`config.mk`:
```
export PLATFORM = sky130hd
export DESIGN_NAME = char_buffer_loader
export DESIGN_NICKNAME = d
export VERILOG_FILES = /design/src/rtl/char_buffer_loader.sv
export SDC_FILE = /design/constraint.sdc
export NUM_CORES = 1
export LEC_CHECK = 0
export ABC_AREA = 1
export BUFFER_PORTS_ARGS = -buffer_cell sky130_fd_sc_hd__buf_4
export CAP_MARGIN = 30
export CORE_ASPECT_RATIO = 1.25
export CORE_MARGIN = 2
export CORE_UTILIZATION = 38
export CTS_BUF_LIST = sky130_fd_sc_hd__clkbuf_8
export DETAILED_ROUTE_END_ITERATION = 10
export GPL_ROUTABILITY_DRIVEN = 0
export GPL_TIMING_DRIVEN = 0
export RECOVER_POWER = 25
export SYNTH_ARGS = -nofsm -noshare
export SYNTH_HDL_FRONTEND = slang
export SYNTH_SLANG_ARGS = --single-unit
```
`constraint.sdc`:
```
create_clock -name clk -period 20.5 [get_ports clk]
set_input_delay 5.125 -clock clk [delete_from_list [all_inputs] [get_ports clk]]
set_output_delay 5.125 -clock clk [all_outputs]
set_load 0.05 [all_outputs]
```
`src/rtl/char_buffer_loader.sv`:
```
// -----------------------------------------------------------------------------
// char_buffer_loader
//
// Double-buffered 32-character line store for a text renderer. A writer
// streams bytes into the back buffer while the renderer reads the front
// buffer. A short line (wr_last) is padded with PAD_CHAR to the full width.
// The completed back buffer waits in PENDING until the next frame_start,
// at which point the two buffers exchange roles.
//
// Ports
//   clk          : single clock, rising edge
//   reset        : asynchronous, active-high reset
//   wr_valid     : wr_data holds a valid byte
//   wr_data[7:0] : character byte to store in the back buffer
//   wr_last      : accepted byte is the final byte of the line
//   wr_ready     : a byte can be accepted this cycle
//   frame_start  : one-cycle pulse at the start of vertical blanking
//   rd_addr[4:0] : character column requested by the renderer
//   rd_char[7:0] : front-buffer byte at rd_addr, one cycle later
//   rd_glyph[6:0]: rd_char - 33 for printable bytes, else 0
//   rd_blank     : rd_char lies outside 33..126
//   pending      : back buffer is complete and waiting for a swap
//   swap_count   : number of completed swaps, modulo 256
// -----------------------------------------------------------------------------
module char_buffer_loader #(
  parameter int         DEPTH    = 32,
  parameter logic [7:0] PAD_CHAR = 8'h20
) (
  input  logic       clk,
  input  logic       reset,
  input  logic       wr_valid,
  input  logic [7:0] wr_data,
  input  logic       wr_last,
  output logic       wr_ready,
  input  logic       frame_start,
  input  logic [4:0] rd_addr,
  output logic [7:0] rd_char,
  output logic [6:0] rd_glyph,
  output logic       rd_blank,
  output logic       pending,
  output logic [7:0] swap_count
);

  localparam int            AW   = $clog2(DEPTH);
  localparam logic [AW-1:0] LAST = AW'(DEPTH - 1);

  typedef enum logic [1:0] {
    S_FILL,
    S_PAD,
    S_PENDING
  } state_e;

  state_e        state_q, state_d;
  logic [AW-1:0] wp_q, wp_d;
  logic          select_q, select_d;      // index of the front buffer
  logic [7:0]    swap_count_q, swap_count_d;
  logic          ready_q;                 // low until the first edge after reset

  logic [7:0]    mem_q [2][DEPTH];
  logic          wr_en;
  logic [7:0]    wr_byte;

  logic [7:0]    rd_char_q;
  logic [6:0]    rd_glyph_q;
  logic          rd_blank_q;

  logic [7:0]    front_byte;
  logic          front_blank;
  logic [6:0]    front_glyph;

  assign wr_ready   = ready_q && (state_q == S_FILL);
  assign pending    = (state_q == S_PENDING);
  assign swap_count = swap_count_q;
  assign rd_char    = rd_char_q;
  assign rd_glyph   = rd_glyph_q;
  assign rd_blank   = rd_blank_q;

  // ---------------------------------------------------------------------------
  // State register
  // ---------------------------------------------------------------------------
  // NOTE: sequential state uses non-blocking assignments so every flop samples
  // the pre-edge value of every other flop, independent of statement order.
  always_ff @(posedge clk or posedge reset) begin
    if (reset) begin
      state_q      <= S_FILL;
      wp_q         <= '0;
      select_q     <= 1'b0;
      swap_count_q <= 8'd0;
      ready_q      <= 1'b0;
    end else begin
      state_q      <= state_d;
      wp_q         <= wp_d;
      select_q     <= select_d;
      swap_count_q <= swap_count_d;
      ready_q      <= 1'b1;
    end
  end

  // ---------------------------------------------------------------------------
  // Next-state and write-port control
  // ---------------------------------------------------------------------------
  // NOTE: every signal driven here gets a default first; a path that left one
  // unassigned would infer a latch.
  always_comb begin
    state_d      = state_q;
    wp_d         = wp_q;
    select_d     = select_q;
    swap_count_d = swap_count_q;
    wr_en        = 1'b0;
    wr_byte      = wr_data;

    unique case (state_q)
      S_FILL: begin
        if (wr_valid && wr_ready) begin
          wr_en = 1'b1;
          wp_d  = wp_q + AW'(1);
          // A full line completes regardless of wr_last.
          if (wp_q == LAST) begin
            state_d = S_PENDING;
          end else if (wr_last) begin
            state_d = S_PAD;
          end
        end
      end
      S_PAD: begin
        wr_en   = 1'b1;
        wr_byte = PAD_CHAR;
        wp_d    = wp_q + AW'(1);
        if (wp_q == LAST) begin
          state_d = S_PENDING;
        end
      end
      S_PENDING: begin
        // frame_start only matters here; FILL and PAD ignore it.
        if (frame_start) begin
          select_d     = ~select_q;
          swap_count_d = swap_count_q + 8'd1;
          wp_d         = '0;
          state_d      = S_FILL;
        end
      end
      default: state_d = S_FILL;
    endcase
  end

  // ---------------------------------------------------------------------------
  // Character buffers: writes go to the back buffer only
  // ---------------------------------------------------------------------------
  // NOTE: the buffers are flops rather than RAM because reset must load a
  // visible test pattern into every cell; a RAM macro could not do that.
  always_ff @(posedge clk or posedge reset) begin
    if (reset) begin
      for (int b = 0; b < 2; b++) begin
        for (int i = 0; i < DEPTH; i++) begin
          mem_q[b][i] <= 8'h30 + 8'(i % 10);
        end
      end
    end else if (wr_en) begin
      mem_q[~select_q][wp_q] <= wr_byte;
    end
  end

  // ---------------------------------------------------------------------------
  // Registered read of the front buffer. On the swap edge select_q still holds
  // the old value, so that read returns the old front buffer.
  // ---------------------------------------------------------------------------
  assign front_byte  = mem_q[select_q][rd_addr];
  assign front_blank = (front_byte < 8'd33) || (front_byte > 8'd126);
  assign front_glyph = front_blank ? 7'd0 : 7'(front_byte - 8'd33);

  always_ff @(posedge clk or posedge reset) begin
    if (reset) begin
      rd_char_q  <= 8'h00;
      rd_glyph_q <= 7'd0;
      rd_blank_q <= 1'b1;
    end else begin
      rd_char_q  <= front_byte;
      rd_glyph_q <= front_glyph;
      rd_blank_q <= front_blank;
    end
  end

endmodule

```
==> flow_metrics.py <==
metrics = {
    "critical_path": {
        "slowest_delay_ps": 4050,
        "crit_path_start": "reset",
        "worstPathCellList": "clkbuf_4 > clkinvlp_2 > clkbuf_1",
        "crit_arrival_ps": 11820,
        "worstSetupPathType": "input port to asynchronous set/reset pin",
        "crit_slowest_cell": "clkbuf_1",
        "critPathRequiredTime_ps": 19960,
        "cp_max_fo": 107,
        "r2r_start": "select_q$_DFFE_PP0P_",
        "critPathBufInv": 3,
        "cp-start-kind": "input port",
        "cp-end-kind": "asynchronous set/reset pin",
        "path_delay_family": "buffers and inverters",
    },
    "layout": {
        "drive_gt1_frac": 0.1524,
        "area_growth_pct": 13.72,
        "design_area_mm2": 0.02855,
        "nNetsFinal": 3244,
        "nFillCells": 6621,
    },
    "synth": {
        "syn_avg_cell_area_um2": 8.186,
        "yosysTopAreaCell": "dfrtp_1",
        "synth_warnings": 0,
        "synth_top_area_frac": 0.3230,
        "synth-seq-cells": 545,
        "synth_edf_count": 0,
        "synth.net_count": 3093,
        "synthArstFlopShare": 1.000,
        "yosysSeqAreaShare": 0.5542,
        "syn_area_mm2": 0.02511,
        "ys_types": 30,
        "netlist_top_cells_area": "dfrtp_1, dfstp_2, nand2_1",
        "synthFlopType": "dfrtp_1",
        "postSynthCellCount": 3067,
    },
    "min_path": {
        "min_from": "swap_count[7]$_DFFE_PP0P_",
        "hold_class": "flip-flop to flip-flop",
    },
    "sta": {
        "fmax_mhz": 80.96,
        "finalCritPeriodShare": 0.6025,
        "finalSetupViolCount": 0,
        "fin_hold_ws_ps": 470.4,
        "relSlewSlack": -2.733,
        "worst_pin_slew_ps": 5599,
        "fin_worst_skew_ps": 50.77,
        "slew_viol_final": 309,
        "finalCriticalPeriod_ps": 12350,
        "hold_viol": 0,
        "rsz0062_at_grt": "false",
    },
    "detailed_routing": {
        "routedWlPerCell_um": 27.92,
        "ant_nets": 0,
        "dr.pass1.iters": 9,
        "drc": 0,
        "vias": 24420,
        "routed_wl_um": 116000,
        "drt_iter0_drc": 3609,
        "viasPerCell": 5.876,
    },
    "clock_network": {
        "clock_path_buffers": 3,
        "cts_setup_buffers": 0,
        "clk_pin_slew_ps": 60,
        "cts_tree": "yes",
        "h-tree-depth": 3,
        "cts_root_buf": "clkbuf_8",
        "postCtsResizedCells": 0,
        "clkLatencyLatePin_ps": 750,
        "clock-sinks": 545,
        "postCtsHoldBufs": 0,
        "cts_buffers": 89,
    },
    "grt": {
        "grt_pass1_wl_um": 163900,
        "grt_usage": 0.3423,
        "grt_max_degree": 124,
        "grt_overflow": 0,
        "antenna_found_initial": 7,
        "grt_pass1_vias": 23050,
    },
    "pwr": {
        "power_leakage_nw": 12.28,
        "power.density_mw_per_mm2": 152.2,
        "vdd_drop_max_mv": 0.1287,
    },
    "floorplan": {
        "die_x_um": 233.9,
        "coreArea_mm2": 0.06556,
        "initial_core_util": 0.3830,
        "pin_count": 44,
        "rows": 105,
        "die_h_um": 291.4,
        "design.die.area_mm2": 0.06815,
    },
    "placement": {
        "hpwl_um": 77040,
        "numPortBuffers": 40,
        "dpl_cell_area_mm2": 0.02680,
    },
    "run_status": {
        "status": "finished, violations left",
        "failed_checks": "capacitance limit, slew limit",
    },
    "flow_run": {
        "drv_cap": 3,
    },
}
==> sequential cells by signal, summed over array words and instances, names as in the netlist <==
signal	cells
mem_q	512
wp_q	5
rd_glyph	7
ready_q	1
select_q	1
state_q	2
swap_count	8
rd_blank	1
rd_char	8
==> cell usage in the layout (no fill, tap or decap), drive strengths merged, types with 16 or more instances in the layout <==
cell type  Yosys  layout
nand2       1139    1139
o21ai        554     554
nand3        443     443
dfrtp        324     324
clkbuf       126     238
dfstp        221     221
buf          107     163
inv           32      80
nor2          68      68
o22ai         16      16
==> kinds of logic after synthesis <==
kind of cell	share of synthesized area
compound gates	0.1177
buf+inv	0.05009
flops	0.5542
fa+ha+maj	0.003987
other cells	0.0001494
simple gates	0.2707
xor+xnor	0.003140
==> per-layer routing <==
metal	vias to the layer above	part of all wire	routed length [µm]	global-route usage
met5	-	0.00057	66	0.007267
li1	10460	-	-	-
met3	540	0.13	14560	0.1130
met4	2	0.099	11500	0.2853
met1	11730	0.35	41060	0.4144
met2	1690	0.42	48840	0.4895
==> stage by stage <==
step / utilization / power, mW / cells / setup slack, ps / setup TNS, ps
after floorplan: - / 2.530 / 3067 / 505.2 / 0
after global placement: 0.4039 / 3.258 / 3963 / -6091 / -1946050
after detailed placement: 0.4088 / 3.286 / 3980 / 11620 / 0
after CTS: 0.4355 / 4.234 / 4147 / 12360 / 0
after global routing: 0.4355 / 4.489 / 4154 / 6548 / 0
final: 0.4355 / 4.344 / 4155 / 8148 / 0
==> where the power goes <==
part	switching [mW]	internal, mW
Clock	0.467	0.488
Combinational	1.27	0.394
Sequential	0.217	1.51
Total	1.95	2.39
==> worst paths after layout <==
check	end	slack, ps	cells after the start
max in group clk	rd_glyph[0]$_DFF_PP0_	11930	20
hold / removal	swap_count[7]$_DFFE_PP0P_	470	1
hold reg to reg	swap_count[7]$_DFFE_PP0P_	470	1
setup reg to reg	rd_glyph[0]$_DFF_PP0_	16380	20
min in group asynchronous	mem_q[8]$_DFFE_PP0P_	5690	2
setup / recovery	mem_q[482]$_DFFE_PP0P_	8150	3
==> synthesized netlist by cell type (all sizes together), types with 3 or more instances <==
cell / n
dfstp: 221
buf: 107
o211ai: 3
inv: 32
dfrtp: 324
o22ai: 16
clkbuf: 126
nand2: 1139
xor2: 8
nand3: 443
ha: 8
o21ai: 554
nor2: 68
a21oi: 8
==> cell type report <==
class | count | area, µm² | share of cell area
antenna | 5 | 12.51 | 0.0004383
buffer | 233 | 1135 | 0.03975
clock buffer | 108 | 1486 | 0.05206
clock inverter | 59 | 267.8 | 0.009379
inverter | 32 | 123.9 | 0.004339
multi-input combinational | 2257 | 9931 | 0.3478
sequential | 545 | 13910 | 0.4874
tap | 856 | 1071 | 0.03751
timing repair buffer | 60 | 608.1 | 0.02130
Power figures use the tool's default switching activity.
